`src/rtl/riscv_pipe_pkg.sv`:
```
// Shared types for the RV64 pipeline hazard/forwarding controller.
package riscv_pipe_pkg;

    localparam int unsigned REG_AW = 5;

    typedef enum logic [1:0] {
        FWD_RF  = 2'b00,
        FWD_WB  = 2'b01,
        FWD_MEM = 2'b10
    } fwd_sel_t;

    typedef enum logic [1:0] {
        HzRun,
        HzLoadStall,
        HzMemWait
    } hz_state_t;

    typedef struct packed {
        logic              valid;
        logic [REG_AW-1:0] rd;
        logic              regwrite;
        logic              memread;
        logic              memop;
    } stage_shadow_t;

endpackage

```
`src/rtl/fwd_compare.sv`:
```
// Per-operand forwarding select: the MEM producer beats the WB producer, and x0 never forwards.
module fwd_compare
    import riscv_pipe_pkg::*;
(
    input  logic [REG_AW-1:0] src,
    input  stage_shadow_t     mem_sh,
    input  stage_shadow_t     wb_sh,
    output fwd_sel_t          sel
);

    logic mem_hit;
    logic wb_hit;
    logic unused_fields;

    assign mem_hit = mem_sh.valid && mem_sh.regwrite && (mem_sh.rd != '0) && (mem_sh.rd == src);
    assign wb_hit  = wb_sh.valid && wb_sh.regwrite && (wb_sh.rd != '0) && (wb_sh.rd == src);

    assign unused_fields = ^{mem_sh.memread, mem_sh.memop, wb_sh.memread, wb_sh.memop};

    always_comb begin
        sel = FWD_RF;
        if (mem_hit) begin
            sel = FWD_MEM;
        end else if (wb_hit) begin
            sel = FWD_WB;
        end
    end

endmodule

```
`src/rtl/hazard_fwd_ctrl.sv`:
```
// Hazard controller: EX/MEM/WB shadows, operand forwarding, load-use stall, flush, dmem freeze.
// Forwarding is built only when HAZARD_FWD_EN is defined; otherwise RAW hazards stall instead.
module hazard_fwd_ctrl
    import riscv_pipe_pkg::*;
#(
    parameter int unsigned REG_AW = riscv_pipe_pkg::REG_AW,
    parameter int unsigned XLEN   = 64
) (
    input  logic              clk,
    input  logic              rst_n,
    input  logic              id_valid,
    input  logic [REG_AW-1:0] id_rs1,
    input  logic [REG_AW-1:0] id_rs2,
    input  logic [REG_AW-1:0] id_rd,
    input  logic              id_regwrite,
    input  logic              id_memread,
    input  logic              id_memop,
    input  logic              branch_taken,
    input  logic              dmem_ready,
    output logic [1:0]        fwd_a_sel,
    output logic [1:0]        fwd_b_sel,
    output logic              pc_we,
    output logic              ifid_we,
    output logic              ifid_clr,
    output logic              idex_clr,
    output logic              pipe_freeze
);

    stage_shadow_t     ex_q, ex_d, mem_q, mem_d, wb_q, wb_d;
    logic [REG_AW-1:0] ex_rs1_q, ex_rs1_d, ex_rs2_q, ex_rs2_d;
    hz_state_t         state_q, state_d;

    logic      mem_wait;
    logic      freeze;
    logic      raw_stall;
    logic      advance;
    logic      bubble;
    hz_state_t run_next;
    logic      unused_cfg;

    function automatic logic id_reads(stage_shadow_t s, logic [REG_AW-1:0] rs1,
                                      logic [REG_AW-1:0] rs2);
        return (s.rd != '0) && ((s.rd == rs1) || (s.rd == rs2));
    endfunction

    assign mem_wait = mem_q.valid && mem_q.memop && !dmem_ready;

`ifdef HAZARD_FWD_EN
    fwd_sel_t fwd_a, fwd_b;

    fwd_compare u_fwd_a (
        .src    (ex_rs1_q),
        .mem_sh (mem_q),
        .wb_sh  (wb_q),
        .sel    (fwd_a)
    );

    fwd_compare u_fwd_b (
        .src    (ex_rs2_q),
        .mem_sh (mem_q),
        .wb_sh  (wb_q),
        .sel    (fwd_b)
    );

    assign fwd_a_sel  = fwd_a;
    assign fwd_b_sel  = fwd_b;
    assign raw_stall  = id_valid && ex_q.valid && ex_q.memread && id_reads(ex_q, id_rs1, id_rs2);
    assign unused_cfg = XLEN[0];
`else
    // Without forwarding any in-flight producer in EX or MEM must drain; WB is write-first.
    assign fwd_a_sel  = FWD_RF;
    assign fwd_b_sel  = FWD_RF;
    assign raw_stall  = id_valid &&
                        ((ex_q.valid && ex_q.regwrite && id_reads(ex_q, id_rs1, id_rs2)) ||
                         (mem_q.valid && mem_q.regwrite && id_reads(mem_q, id_rs1, id_rs2)));
    assign unused_cfg = ^{XLEN[0], wb_q, ex_rs1_q, ex_rs2_q};
`endif

    always_ff @(posedge clk) begin
        if (!rst_n) begin
            state_q  <= HzRun;
            ex_q     <= '0;
            mem_q    <= '0;
            wb_q     <= '0;
            ex_rs1_q <= '0;
            ex_rs2_q <= '0;
        end else begin
            state_q  <= state_d;
            ex_q     <= ex_d;
            mem_q    <= mem_d;
            wb_q     <= wb_d;
            ex_rs1_q <= ex_rs1_d;
            ex_rs2_q <= ex_rs2_d;
        end
    end

    assign run_next = branch_taken ? HzRun : (raw_stall ? HzLoadStall : HzRun);

    always_comb begin
        state_d = state_q;
        unique case (state_q)
            HzRun, HzLoadStall: state_d = mem_wait ? HzMemWait : run_next;
            HzMemWait:          state_d = dmem_ready ? run_next : HzMemWait;
            default:            state_d = HzRun;
        endcase
    end

    // The cycle dmem_ready rises in MEM_WAIT advances normally.
    assign freeze = (state_q == HzMemWait) ? !dmem_ready : mem_wait;

    always_comb begin
        pc_we       = 1'b1;
        ifid_we     = 1'b1;
        ifid_clr    = 1'b0;
        idex_clr    = 1'b0;
        pipe_freeze = 1'b0;
        advance     = 1'b1;
        bubble      = 1'b0;
        if (freeze) begin
            pc_we       = 1'b0;
            ifid_we     = 1'b0;
            pipe_freeze = 1'b1;
            advance     = 1'b0;
        end else if (branch_taken) begin
            ifid_clr = 1'b1;
            idex_clr = 1'b1;
            bubble   = 1'b1;
        end else if (raw_stall) begin
            pc_we    = 1'b0;
            ifid_we  = 1'b0;
            idex_clr = 1'b1;
            bubble   = 1'b1;
        end
    end

    always_comb begin
        ex_d     = ex_q;
        mem_d    = mem_q;
        wb_d     = wb_q;
        ex_rs1_d = ex_rs1_q;
        ex_rs2_d = ex_rs2_q;
        if (advance) begin
            mem_d = ex_q;
            wb_d  = mem_q;
            if (bubble) begin
                ex_d     = '0;
                ex_rs1_d = '0;
                ex_rs2_d = '0;
            end else begin
                ex_d = '{valid: id_valid, rd: id_rd, regwrite: id_regwrite,
                         memread: id_memread, memop: id_memop};
                ex_rs1_d = id_rs1;
                ex_rs2_d = id_rs2;
            end
        end
    end

endmodule

```
`config.mk`:
```
export PLATFORM = sky130hd
export DESIGN_NAME = hazard_fwd_ctrl
export DESIGN_NICKNAME = d
export VERILOG_FILES = /design/src/rtl/riscv_pipe_pkg.sv /design/src/rtl/fwd_compare.sv /design/src/rtl/hazard_fwd_ctrl.sv
export SDC_FILE = /design/constraint.sdc
export NUM_CORES = 1
export LEC_CHECK = 0
export CAP_MARGIN = 25
export CORE_MARGIN = 2
export CORE_UTILIZATION = 46
export DETAILED_ROUTE_END_ITERATION = 10
export PLACE_DENSITY_LB_ADDON = 0.15
export SETUP_SLACK_MARGIN = 0.1
export SYNTH_ARGS = -nofsm -noshare
export SYNTH_HDL_FRONTEND = slang
export SYNTH_SLANG_ARGS = --single-unit
```
`constraint.sdc`:
```
create_clock -name clk -period 2.3 [get_ports clk]
set_input_delay 0.46 -clock clk [delete_from_list [all_inputs] [get_ports clk]]
set_output_delay 0.46 -clock clk [all_outputs]
set_load 0.02 [all_outputs]
```
==> run_results.csv <==
group,metric,value,unit
logic_synthesis,synth-xor-area-share,0.168,
hold_path,hold_class,"reg -> reg",
sta,rsz0062_at_grt,"true",
finish,antenna_cells,0,
logic_synthesis,synth_cells,117,
setup_path,end_kind,"primary output",
logic_synthesis,synthMuxAreaShare,0.0577,
sta,fin_skew,0.00742,ns
routing,num_vias,952,
die,die_x,51.6,um
cts,cts.clk_slew.worst_paths,0.11,ns
die,core,2170,um^2
cts,cts_tree,"built",
logic_synthesis,yosys.area_share.adder,0,
global_routing,grt_pass1_wl,4.31,mm
status,status,"finished, violations left",
setup_path,critPathLaunchType,"input port",
sta,slew_violations,0,
global_routing,track_usage,0.218,
place,place_area,1440,um^2
routing,wl,2.56,mm
finish,seqCellArea,365,um^2
global_routing,grt_pass1_vias,1022,
die,die_y,51.6,um
pwr,p_sw_frac,0.262,
die,dieArea,2660,um^2
setup_path,path_class,"in -> out",
place,port_buffers,26,
logic_synthesis,ys_seq_elements,18,
logic_synthesis,synthesis.area,1040,um^2
logic_synthesis,postSynthAreaPerCell,8.90,um^2
pwr,p_leak,0.666,nW
die,io_pins,32,
finish,postLayoutCoreUtil,0.700,
cts,root_buffer,"clkbuf_4",
cts,clk_latency,0.30,ns
finish,area_growth,45.9,%
finish,multi_input_area,676,um^2
cts,cts_max_level,1,
place,post-dp-hpwl,1.87,mm
logic_synthesis,synth-compound-area-share,0.175,
logic_synthesis,ys_warn_count,0,
pwr,ir_drop,351,uV
pwr,power_frac_seq,0.501,
global_routing,antenna_found_initial,0,
global_routing,grt_overflow,0,
logic_synthesis,yosys.area.top_type,"dfxtp_1",
sta,period_needed,2.37,ns
sta,finalHoldViolations,0,
setup_path,critPathRequiredTime,1.84,ns
die,rows,17,
routing,wl_per_cell,13.5,um
sta,max_clock_freq,423,MHz
sta,finalWorstSetupSlack,-0.0662,ns
pwr,pwr-share-clk,0.303,
logic_synthesis,yosysSeqAreaShare,0.346,
place,gp_congestion,0.812,
cts,clock_sinks,18,
routing,drc,0,
pwr,p_switching,173,uW
setup_path,critPathArrivalTime,1.91,ns
sta,setup_viol_count_final,3,
global_routing,grt_max_degree,12,
setup_path,crit_fanout,3,
cts,postCtsHoldBufs,0,
finish,drive_gt1_frac,0.284,
cts,cts_buffers,3,
sta,setup_tns,-0.116,ns
routing,drtIter0Drc,12,
logic_synthesis,synth_top_family_by_area,"simple AND/OR/NAND/NOR gates",
logic_synthesis,ys_types,29,
routing,vias_per_cell,5.01,
cts,clockBufferDepth,2,
logic_synthesis,yosys.area.top_type_share,0.346,
routing,final_antenna_net_count,0,
die,initial_core_util,0.480,
pwr,power_density,436,nW/um^2
finish,final_nets,186,
pwr,p_int,489,uW
job,maxCapViolations,0,
routing,drtPass1Iterations,4,
logic_synthesis,ys_top_cells_by_area,"dfxtp_1, xor2_1, nand2_1, mux2i_1, buf_4",
finish,fillers,178,
logic_synthesis,synth-simple-area-share,0.192,
finish,postLayoutCellArea,1520,um^2
sta,period_share,1.03,
status,violations,"setup timing",
pwr,combinationalPowerShare,0.196,
==> final timing paths <==
check,start,endpoint,slack [ns],depth (start not counted)
worst max-delay path,id_rs1[4],idex_clr,-0.07,7
worst min-delay path,ex_q[0],ex_q[0],0.45,2
worst max register to register,mem_q[7],state_q[0],0.46,7
worst min register to register,ex_q[0],ex_q[0],0.45,2
==> synth_stat cells <==
cell and instances:
o2bb2ai_1 1, a21boi_0 1, nor2b_1 6, mux2i_1 6, and4bb_1 1, clkbuf_1 1, o22ai_1 1, o32ai_4 1
inv_1 2, buf_4 5, o221a_2 2, nor3b_1 1, nand2_1 17, o21ai_1 7, o211ai_2 2, or4_1 2
and2_1 1, a22oi_2 1, o21ba_1 1, buf_2 2, xor2_1 20, nor2_1 5, conb_1 1, or2_2 2
nand2b_1 1, a22oi_1 1, dfxtp_1 18, nor3_1 4, a21oi_1 4
==> per-layer routing <==
| metal | vias to the layer above | share of wire | GRT usage |
|---|---|---|---|
| met5 | - | 0 | 0 |
| met4 | 0 | 0.014 | 0.0789 |
| met3 | 5 | 0.037 | 0.0201 |
| met2 | 28 | 0.52 | 0.423 |
| met1 | 435 | 0.43 | 0.245 |
| li1 | 484 | - | - |
==> cell type report <==
class	count	share of cell area
Clock buffer	4	0.0239
Inverter	2	0.00494
Tap cell	28	0.0231
Timing Repair Buffer	46	0.263
Sequential cell	18	0.241
Multi-Input combinational cell	92	0.445
==> cell usage in the layout (no fill, tap or decap), types with 3 or more instances in the layout <==
cell	count
xor2_1	20
buf_4	20
nand2_1	17
dfxtp_1	14
dlygate4sd2_1	12
clkdlybuf4s50_1	11
o21ai_1	7
mux2i_1	6
nor2b_1	6
nor2_1	5
conb_1	4
dfxtp_2	4
clkbuf_4	3
buf_6	3
==> power by group through the flow <==
stage	clock network, mW	logic, mW	registers, mW
3_3_place_gp	0	0.124	0.338
2_1_floorplan	0	0.0614	0.338
4_1_cts	0.201	0.127	0.331
5_1_grt	0.214	0.140	0.334
3_5_place_dp	0	0.127	0.338
6_report	0.200	0.130	0.332
==> registers in the layout (all words and copies together) (netlist names) <==
signal,flops
state_q,2
mem_q,8
ex_q,8
==> metrics by stage <==
| stage | setup slack (ns) | power, mW | hold slack (ns) | cells |
|---|---|---|---|---|
| final | -0.0662 | 0.662 | 0.455 | 190 |
| after global routing | -0.141 | 0.688 | 0.507 | 190 |
| after CTS | -0.0784 | 0.660 | 0.456 | 189 |
| after detailed placement | -0.739 | 0.465 | 0.440 | 183 |
| after global placement | -0.687 | 0.462 | 0.435 | 183 |
| after floorplan | 0.150 | 0.399 | 0.425 | 120 |
==> worst max-delay path, cell delays in order <==
cell	delay, ns
dlygate4sd2_1	0.26
xor2_1	0.17
nor3_2	0.23
a22oi_2	0.14
o32ai_4	0.36
o21ba_4	0.18
buf_6	0.11
==> logic make-up after synthesis <==
kind of cell    count (synthesis)
flops                          18
other cells                     1
xor+xnor                       20
buf+inv                        10
mux                             6
simple gates                   40
compound gates                 22
==> what timing repair did <==
action	CTS	global route
endpoints found under the setup margin	5	4
buffers inserted	2	1
hold endpoints to repair	0	0
resized for setup	36	5
pin swaps	12	5
(Power assumes the default switching activity.)
